File: src/rtl/delay_line_ctrl.sv
// delay_line_ctrl
//   Feed-forward echo controller driving an external dual-port sample RAM.
//   Each accepted sample x produces out = sat(x + (mem[wr_ptr - delay] >>> FB_SHIFT)),
//   and x is then stored at wr_ptr. After reset or a clear request the whole
//   buffer is swept to zero, one location per cycle.
//
// Ports
//   clk, rst          clock, synchronous active-high reset
//   clear             zero the buffer (honoured only while idle)
//   in_valid/in_ready/in_sample     input sample handshake
//   delay             delay in samples, 0 selects the full buffer size
//   out_valid/out_ready/out_sample  output sample handshake
//   busy              high during the clear sweep
//   mem_*             RAM master; port A writes, port B reads with 1-cycle latency
module delay_line_ctrl #(
    parameter int DATA_WIDTH = 16,
    parameter int ADDR_WIDTH = 10,
    parameter int FB_SHIFT   = 1
) (
    input  logic                  clk,
    input  logic                  rst,
    input  logic                  clear,
    input  logic                  in_valid,
    output logic                  in_ready,
    input  logic [DATA_WIDTH-1:0] in_sample,
    input  logic [ADDR_WIDTH-1:0] delay,
    output logic                  out_valid,
    input  logic                  out_ready,
    output logic [DATA_WIDTH-1:0] out_sample,
    output logic                  busy,
    output logic [ADDR_WIDTH-1:0] mem_addr_a,
    output logic [ADDR_WIDTH-1:0] mem_addr_b,
    output logic [DATA_WIDTH-1:0] mem_data_a,
    output logic                  mem_we_a,
    output logic                  mem_we_b,
    input  logic [DATA_WIDTH-1:0] mem_q_b
);

    typedef enum logic [2:0] {
        CLR,
        IDLE,
        RD,
        WR,
        OUT
    } state_t;

    state_t                        state_q;
    logic        [ADDR_WIDTH-1:0]  clr_cnt_q;
    logic        [ADDR_WIDTH-1:0]  wr_ptr_q;
    logic        [ADDR_WIDTH-1:0]  rd_addr_q;
    logic signed [DATA_WIDTH-1:0]  x_q;
    logic signed [DATA_WIDTH-1:0]  d_q;
    logic                          in_ready_q;
    logic                          out_valid_q;
    logic                          busy_q;

    logic signed [DATA_WIDTH-1:0]  d_shift;
    logic signed [DATA_WIDTH:0]    sum;
    logic        [DATA_WIDTH-1:0]  out_sample_d;

    always_ff @(posedge clk) begin
        if (rst) begin
            state_q     <= CLR;
            clr_cnt_q   <= '0;
            wr_ptr_q    <= '0;
            rd_addr_q   <= '0;
            x_q         <= '0;
            d_q         <= '0;
            in_ready_q  <= 1'b0;
            out_valid_q <= 1'b0;
            busy_q      <= 1'b1;
        end else begin
            case (state_q)
                CLR: begin
                    clr_cnt_q <= clr_cnt_q + 1'b1;
                    if (clr_cnt_q == '1) begin
                        state_q    <= IDLE;
                        busy_q     <= 1'b0;
                        in_ready_q <= 1'b1;
                    end
                end
                IDLE: begin
                    // clear wins over a simultaneous input; that sample is not taken
                    if (clear) begin
                        state_q    <= CLR;
                        clr_cnt_q  <= '0;
                        busy_q     <= 1'b1;
                        in_ready_q <= 1'b0;
                    end else if (in_valid) begin
                        x_q        <= in_sample;
                        // modular subtraction: delay 0 lands on wr_ptr itself,
                        // which still holds the sample from SIZE writes ago
                        rd_addr_q  <= wr_ptr_q - delay;
                        in_ready_q <= 1'b0;
                        state_q    <= RD;
                    end
                end
                RD: begin
                    state_q <= WR;
                end
                WR: begin
                    d_q         <= mem_q_b;
                    wr_ptr_q    <= wr_ptr_q + 1'b1;
                    out_valid_q <= 1'b1;
                    state_q     <= OUT;
                end
                OUT: begin
                    if (out_ready) begin
                        out_valid_q <= 1'b0;
                        in_ready_q  <= 1'b1;
                        state_q     <= IDLE;
                    end
                end
                default: begin
                    state_q     <= CLR;
                    clr_cnt_q   <= '0;
                    busy_q      <= 1'b1;
                    in_ready_q  <= 1'b0;
                    out_valid_q <= 1'b0;
                end
            endcase
        end
    end

    // Output mix is a pure function of x_q/d_q, both frozen while in OUT,
    // so out_sample holds steady under back-pressure.
    always_comb begin
        d_shift      = d_q >>> FB_SHIFT;
        sum          = {x_q[DATA_WIDTH-1], x_q} + {d_shift[DATA_WIDTH-1], d_shift};
        out_sample_d = sum[DATA_WIDTH-1:0];
        if (sum[DATA_WIDTH] != sum[DATA_WIDTH-1]) begin
            out_sample_d = sum[DATA_WIDTH] ? {1'b1, {(DATA_WIDTH-1){1'b0}}}
                                           : {1'b0, {(DATA_WIDTH-1){1'b1}}};
        end
    end

    assign in_ready   = in_ready_q;
    assign out_valid  = out_valid_q;
    assign busy       = busy_q;
    assign out_sample = out_sample_d;

    assign mem_we_a   = (state_q == CLR) || (state_q == WR);
    assign mem_addr_a = (state_q == CLR) ? clr_cnt_q : wr_ptr_q;
    assign mem_data_a = (state_q == CLR) ? '0 : x_q;
    assign mem_addr_b = rd_addr_q;
    assign mem_we_b   = 1'b0;

endmodule

File: config.mk
export PLATFORM = sky130hd
export DESIGN_NAME = delay_line_ctrl
export DESIGN_NICKNAME = d
export VERILOG_FILES = /design/src/rtl/delay_line_ctrl.sv
export SDC_FILE = /design/constraint.sdc
export NUM_CORES = 1
export LEC_CHECK = 0
export BUFFER_PORTS_ARGS = -buffer_cell sky130_fd_sc_hd__buf_2
export CORE_ASPECT_RATIO = 1.2
export CORE_MARGIN = 2
export CORE_UTILIZATION = 59
export DETAILED_ROUTE_END_ITERATION = 8
export PLACE_DENSITY_LB_ADDON = 0.2
export SLEW_MARGIN = 15
export SYNTH_ARGS = -nofsm -noshare
export SYNTH_HDL_FRONTEND = slang
export SYNTH_SLANG_ARGS = --single-unit
File: constraint.sdc
create_clock -name clk -period 7.6 [get_ports clk]
set_input_delay 1.14 -clock clk [delete_from_list [all_inputs] [get_ports clk]]
set_output_delay 1.14 -clock clk [all_outputs]
set_load 0.02 [all_outputs]
==> results of run 1 <==
## cells by family (layout without fill, tap and decap cells)
logic type / Yosys count / after routing / share of synthesized area (%)
flip-flops: 67 / 67 / 30.5
AO/OA/AOI/OAI: 152 / 152 / 21.9
buffers and inverters: 55 / 142 / 5.50
multiplexers: 9 / 9 / 2.28
XOR/XNOR: 32 / 32 / 6.38
AND/OR/NAND/NOR: 229 / 229 / 24.0
adder cells (fa/ha/maj): 32 / 32 / 9.34
other: 1 / 1 / 0.0853
## report_power, final
group	internal, uW	total [uW]	switching [uW]
clock network	159	288	130
logic	16.1	36.2	20.2
registers	352	354	1.71
## stage by stage
step	util [%]	power [uW]
2_1_floorplan	-	381
3_3_place_gp	67.4	397
3_5_place_dp	67.4	398
4_1_cts	70.1	686
5_1_grt	70.1	706
6_report	70.1	679
## registers in the layout (all words and copies together), names as in the netlist
name / flops
busy: 1
wr_ptr_q: 10
d_q: 15
state_q: 3
x_q: 16
in_ready: 1
clr_cnt_q: 10
out_valid: 1
mem_addr_b: 10
## how the worst max path moves through the flow
| stage | end | depth (start not counted) |
|---|---|---|
| 2_1_floorplan | out_sample[14] | 11 |
| 3_3_place_gp | out_sample[14] | 12 |
| 3_5_place_dp | out_sample[14] | 12 |
| 4_1_cts | out_sample[14] | 12 |
| 5_1_grt | out_sample[14] | 12 |
| 6_report | out_sample[14] | 12 |
## placed cells by master (no fill, tap or decap), drive strengths merged, types with 9 or more instances in the layout
cell / Yosys / routed
nand2b: 9 / 9
buf: 11 / 103
xor2: 16 / 16
a211oi: 15 / 15
nor2b: 23 / 23
a31oi: 14 / 14
o21ai: 21 / 21
dfxtp: 67 / 67
inv: 23 / 23
xnor2: 16 / 16
ha: 27 / 27
clkbuf: 21 / 11
a21oi: 69 / 69
nor2: 41 / 41
nand3: 11 / 11
nand2: 112 / 112
nor3: 15 / 15
## worst max-delay path, delay by kind of cell (launching register included)
| family | cells | cell delay [ps] |
|---|---|---|
| and+or+nand+nor | 2 | 200 |
| DFF | 1 | 380 |
| buffers and inverters | 2 | 260 |
| adders and majority gates | 2 | 650 |
| AOI/OAI and AO/OA | 6 | 1330 |
## synth_stat cells, types with 3 or more instances
master / count / area share (%)
inv_1: 23 / 2.0
a21o_1: 6 / 1.0
nand3_1: 11 / 1.3
nor2_1: 40 / 3.4
a21oi_1: 68 / 7.7
ha_1: 27 / 7.7
nor3_1: 14 / 1.6
nand2_1: 110 / 9.4
buf_2: 4 / 0.46
a211oi_1: 14 / 2.4
nand4_1: 5 / 0.71
and3_1: 6 / 0.85
o21a_1: 3 / 0.51
clkbuf_1: 21 / 1.8
dfxtp_1: 67 / 31
nand2b_1: 8 / 1.1
xnor2_1: 16 / 3.2
a31oi_1: 13 / 1.9
nor2b_1: 22 / 3.1
mux2_2: 8 / 2.1
o21bai_1: 5 / 0.85
buf_6: 3 / 0.77
xor2_1: 16 / 3.2
o21ai_0: 18 / 2.1
## final cells by class
type / count / area (um2) / share of cell area (%)
multi-input combinational: 455 / 2820 / 55.5
clock inverter: 5 / 52.6 / 1.04
sequential: 67 / 1340 / 26.4
tap: 90 / 113 / 2.22
timing repair buffer: 103 / 520 / 10.3
inverter: 23 / 86.3 / 1.70
clock buffer: 11 / 141 / 2.79
## per-layer routing
metal	up-vias	wire length, um
met5	-	0
met3	15	488
met2	109	5520
met4	0	156
met1	1953	4560
li1	2154	-
==> metrics.md, run 1 <==
| Metric | Value |
|---|---|
| Unique masters post-synth | 61 |
| Root Buffer | clkbuf_8 |
| HP Class | reg -> reg |
| Crit path kind | reg -> out |
| HP Start | mem_addr_b[6] |
| DP HPWL | 7980 um |
| Final Worst Setup Slack | 3310 ps |
| CTS Buf Count | 9 |
| Worst path max stage delay | 440 ps |
| Via count | 4231 |
| P_leak | 0.00217 uW |
| Hold-fix buffers at CTS | 0 |
| PostCTS Resize Cnt | 0 |
| # DRC | 0 |
| Largest net degree at the start of global routing | 62 |
| GRT met2 Usage | 49.0% |
| Initial Util | 60.8% |
| Critical path's slowest cell | a311oi_1 |
| Maximum VDD drop | 0.000117 V |
| Post-CTS Setup Inserts | 0 |
| Chip Height | 98.5 um |
| Synthesized netlist cell count | 577 |
| Fill cell total of the finished layout | 637 |
| Crit end category | output port |
| DR vias/cell | 5.61 |
| Primary FF master, synth | dfxtp_1 |
| First-pass GRT wire length | 17800 um |
| YS warnings | 0 |
| Port Buffers | 101 |
| Vias in the first global route | 4012 |
| Final hold slack | 450 ps |
| Hold EP | mem_addr_b[6] |
| Design area | 5070 um2 |
| Seq/Total Area, Yosys | 30.5% |
| GRT Util Overall | 27.5% |
| Met3 usage | 5.04% |
| Worst Path Arrival | 3150 ps |
| IO Pins | 104 |
| Final count of pins violating max slew | 0 |
| Ys async rst share | 0% |
| GP Congestion | 0.900 |
| H-tree depth | 3 |
| Clock buffer depth | 2 |
| RSZ-0062 raised after global routing | no |
| Status | completed |
| Detailed-router iteration count before antenna repair | 4 |
| Synthesized cell area | 4390 um2 |
| DR WL/cell | 14.2 um |
| Clock slew at reported path FFs | 70 ps |
| Layout Nets | 735 |
| Placed Instances | 738 |
| Crit-path max FO | 4 |
| Die W | 82.8 um |
| Hold Crit Depth | 2 |
| Die area | 8160 um2 |
| Achievable frequency | 0.233 GHz |
| Clock skew | 6.34 ps |
| Tmin final | 4290 ps |
| Clk_lat worst skew | 340 ps |
| Actual slew at the worst max-slew pin | 1110 ps |
| Power per cell area | 134 nW/um2 |
| Final hold violations | 0 |
| Core area | 7230 um2 |
| Critical-path cell list | ha_1 -> inv_1 -> fa_1 -> nor2b_4 -> o2111a_2 -> nor3_2 -> o211ai_2 -> a31oi_1 -> a311oi_1 -> o21ai_1 -> a32oi_1 -> buf_2 |
| Worst r2r src | state_q[0] |
| Place WS | 3680 ps |
| Req. time, crit path | 6460 ps |
| Post-Layout Cell Count | 754 |
| Antenna Cells | 0 |
| R2r endpoint | wr_ptr_q[9] |
| Setup crit start kind | register |
| Crit path launch | x_q[0] |
| Slew headroom | 24.2% |
| Placed cell area | 4880 um2 |
| EDFF count, synth | 0 |
| Num rows | 34 |
| Iter 0 DRT Violations | 144 |
| Initial antenna violation count | 0 |
| DRT Wirelength | 10700 um |
| Setup Viol. Count Final | 0 |
| GRT overflow | 0 |
| Met1 Usage GRT | 32.9% |
| CTS tree | built |
| Layout cells sized above 1 | 21.7% |
| Grt peak-use layer | met2 |
| Sink Count | 67 |
| Syn Nets | 653 |
| Reg2reg setup slack | 4970 ps |
| P&R area growth vs syn | 15.4% |
| Antenna Nets Post-Route | 0 |
| Setup TNS | 0 ps |
| Mean Syn Cell Area | 7.62 um2 |
| Final Cycle Share | 56.4% |
| R2R cell count | 7 |
| Synth Register Bits | 67 |
| Max-cap violations | 0 |
No activity file was read; power rests on OpenSTA's default activity.
==> run 2: changes to the inputs <==
--- a/config.mk
+++ b/config.mk
@@ -5,10 +5,11 @@
 export SDC_FILE = /design/constraint.sdc
 export NUM_CORES = 1
 export LEC_CHECK = 0
+export ABC_AREA = 1
 export BUFFER_PORTS_ARGS = -buffer_cell sky130_fd_sc_hd__buf_2
 export CORE_ASPECT_RATIO = 1.2
 export CORE_MARGIN = 2
-export CORE_UTILIZATION = 59
+export CORE_UTILIZATION = 54
 export DETAILED_ROUTE_END_ITERATION = 8
 export PLACE_DENSITY_LB_ADDON = 0.2
 export SLEW_MARGIN = 15
==> constraint.sdc (replaced) <==
create_clock -name clk -period 4.25 [get_ports clk]
set_input_delay 0.6375 -clock clk [delete_from_list [all_inputs] [get_ports clk]]
set_output_delay 0.6375 -clock clk [all_outputs]
set_load 0.02 [all_outputs]
==> run 2 against run 1 <==
The flow now finishes with violations (design-rule violations). Setup slack got worse by 2200 ps. First-iteration DRC count grew 7.6%. Critical path depth grew 3. Global-route usage is 3.8 points lower. Routed wire length shrank 4.2%. Combinational power rose by 98%. Utilization is 4.4 points lower. Final area up 0.47%. Area after synthesis is 1.1% lower. Flip-flop and latch count unchanged. Register-to-register slack got worse by 2900 ps. Largest cell class unchanged. Highest routed layer unchanged.
==> metrics.md, run 2 <==
| Metric | Value |
|---|---|
| GP Congestion | 0.880 |
| DRT Wirelength | 10300 um |
| Sink Count | 67 |
| Comb power frac | 5.8% |
| P&R area growth vs syn | 17.2% |
| Top-count cell post-synth | nand2_1 |
| Achievable frequency | 0.316 GHz |
| DR vias/cell | 5.12 |
| Layout Nets | 819 |
| First-pass GRT wire length | 16900 um |
| Area share of the largest cell type after synthesis | 30.9% |
| P_leak | 0.00277 uW |
| Maximum VDD drop | 0.000196 V |
| Ys async rst share | 0% |
| Tmin final | 3160 ps |
| Initial antenna violation count | 1 |
| Die W | 85.9 um |
| Chip Height | 102 um |
| Largest cells by area after synthesis | dfxtp_1 31%, nand2_1 10%, inv_1 7.9%, ha_1 7.8%, nor2_1 7.3% |
| Clock share of power | 43.1% |
| Largest registers | x_q x16, d_q x15 |
| Final Cycle Share | 74.4% |
| Reg2reg setup slack | 2050 ps |
| Detailed-router iteration count before antenna repair | 7 |
| GRT Util Overall | 23.7% |
| Switching share of power | 23.5% |
| NetSw | 290 uW |
| Worst path bufs/invs | 3 |
| Seq pwr share | 51.1% |
| Yosys top cell by area | dfxtp_1 |
| Clock slew at reported path FFs | 80 ps |
| R2R cell count | 8 |
| CTS Buf Count | 9 |
| Cell family with most CP delay | simple AND/OR/NAND/NOR gates |
| Synth Register Bits | 67 |
| Mean Syn Cell Area | 6.72 um2 |
| Req. time, crit path | 3610 ps |
| HP Class | reg -> reg |
| Primary FF master, synth | dfxtp_1 |
| Crit path launch | x_q[0] |
| Critical path's slowest cell | fa_1 |
| Syn Nets | 723 |
| Iter 0 DRT Violations | 155 |
| Most frequent cells in the layout | 118 x nand2_1, 101 x buf_2, 91 x inv_1 |
| DR WL/cell | 12.2 um |
| Clock skew | 10.3 ps |
| DP HPWL | 8030 um |
| Worst Path Arrival | 2520 ps |
| GRT overflow | 0 |
| Internal power | 947 uW |
| Die area | 8790 um2 |
| RSZ-0062 raised after global routing | no |
| Failing checks | design-rule violations |
| CTS tree | built |
| Vias in the first global route | 3907 |
| Post-CTS Setup Inserts | 0 |
| Most frequent cells after synthesis | 118 x nand2_1, 91 x inv_1, 85 x nor2_1 |
| Unique masters post-synth | 41 |
| Core area | 7750 um2 |
| Root Buffer | clkbuf_8 |
| EDFF count, synth | 0 |
| Actual slew at the worst max-slew pin | 736 ps |
| Seq/Total Area, Yosys | 30.9% |
| Antenna Nets Post-Route | 0 |
| Crit end category | output port |
| Final hold slack | 445 ps |
| Slew headroom | 50.9% |
| Crit-path max FO | 15 |
| H-tree depth | 3 |
| Status | finished, violations left |
| Setup crit start kind | register |
| Layout cells sized above 1 | 22.6% |
| Commonest non-fill, non-tap cell in the layout | nand2_1 |
| Pwr Total | 1240 uW |
| Critical-path cell list | ha_1 -> inv_1 -> fa_1 -> inv_1 -> nand2_1 -> nand2_1 -> nand3_1 -> nand2_2 -> nand2_2 -> nand3_2 -> nand2_4 -> nand2_4 -> nand3_1 -> nand2_1 -> buf_2 |
| Clock buffer depth | 2 |
| R2r endpoint | wr_ptr_q[5] |
| CP Depth | 15 |
| Crit-path most repeated cell | nand2_1 |
| PostCTS Resize Cnt | 0 |
| Max-cap violations | 0 |
| Synthesized cell area | 4350 um2 |
| Setup TNS | 0 ps |
| Via count | 4302 |
| Largest net degree at the start of global routing | 36 |
| Hold-fix buffers at CTS | 0 |
| Worst r2r src | state_q[2] |
| Largest register FFs | 16 |
| Crit path capture | out_sample[13] |
| Synthesized netlist cell count | 647 |
| IO Pins | 104 |
| # DRC | 6 |
| Antenna Cells | 0 |
| Crit path kind | reg -> out |
| Worst path max stage delay | 380 ps |
| Initial Util | 56.1% |
| Setup Viol. Count Final | 0 |
| Power per cell area | 243 nW/um2 |
| YS warnings | 0 |
| Clk_lat worst skew | 350 ps |
| Port Buffers | 101 |
| Final hold violations | 0 |
| Top reg by flops | x_q |
| Final count of pins violating max slew | 0 |
| Num rows | 35 |
run 2: changes by cell type after synthesis, sizes merged, moves of 9 or more:
cell / before / now
a211oi: 15 / 2
a21oi: 69 / 59
a31oi: 14 / 0
inv: 23 / 97
nand2: 112 / 144
nand2b: 9 / 0
nand3: 11 / 30
nor2: 41 / 88
nor2b: 23 / 0
o21ai: 21 / 61
xnor2: 16 / 3
run 2: metal layers:
layer  part of all wire, %  wire length (um)  up-vias  global-route usage (%)
met4                   2.0               210        0                    8.55
met2                    50              5100       92                    42.8
met5                     0                 0        -                       0
li1                      -                 -     2249                       -
met1                    44              4570     1941                    28.1
met3                   3.8               390       20                    4.28
run 2: cells by family (layout without fill, tap and decap cells):
group           Yosys count  in the layout  share of synthesized area, %
flops                    67             67                          30.9
other cells               1              1                        0.0863
simple gates            282            282                          29.6
xor+xnor                 18             18                          3.63
buf+inv                 118            219                          10.8
fa+ha+maj                29             29                          8.69
compound gates          132            132                          16.3
run 2: per-stage QoR:
stage	area (um2)	instances	utilization (%)	setup slack (ps)
final	5090	840	65.7	1090
after global routing	5090	840	65.7	867
after CTS	5090	840	65.7	1080
after detailed placement	4890	824	63.1	1460
after global placement	4890	824	63.1	1530
after floorplan	4350	647	-	1680
run 2: final cells by class:
type / instances / area (um2)
clock buffer: 10 / 138
clock inverter: 6 / 65.1
fill: 717 / 2660
inverter: 99 / 372
multi-input combinational: 462 / 2540
sequential: 67 / 1340
tap: 92 / 115
timing repair buffer: 104 / 528
run 2: how the worst min path moves through the flow:
| stage | to | from | slack [ps] | depth (start not counted) |
|---|---|---|---|---|
| 6_report | busy | busy | 440 | 2 |
| 5_1_grt | in_ready | in_ready | 490 | 2 |
| 4_1_cts | busy | busy | 450 | 2 |
| 3_5_place_dp | busy | busy | 440 | 2 |
| 3_3_place_gp | busy | busy | 440 | 2 |
| 2_1_floorplan | clr_cnt_q[8] | clr_cnt_q[8] | 440 | 2 |
run 2: power by group through the flow:
stage | combinational, uW | sequential, uW | clock, uW
after CTS | 71.3 | 632 | 544
after floorplan | 39.4 | 646 | 0
after global placement | 70.4 | 647 | 0
after global routing | 81.1 | 633 | 570
final | 71.6 | 632 | 533
after detailed placement | 71.0 | 647 | 0
run 2: worst reg2reg max path: stages, from the launching register on:
cell and delay (ps):
dfxtp_1 380, inv_2 90, nand2_2 90, nor2_4 320, inv_1 440, nor2_1 380
nand3_1 140, o21ai_0 190, a21oi_1 60
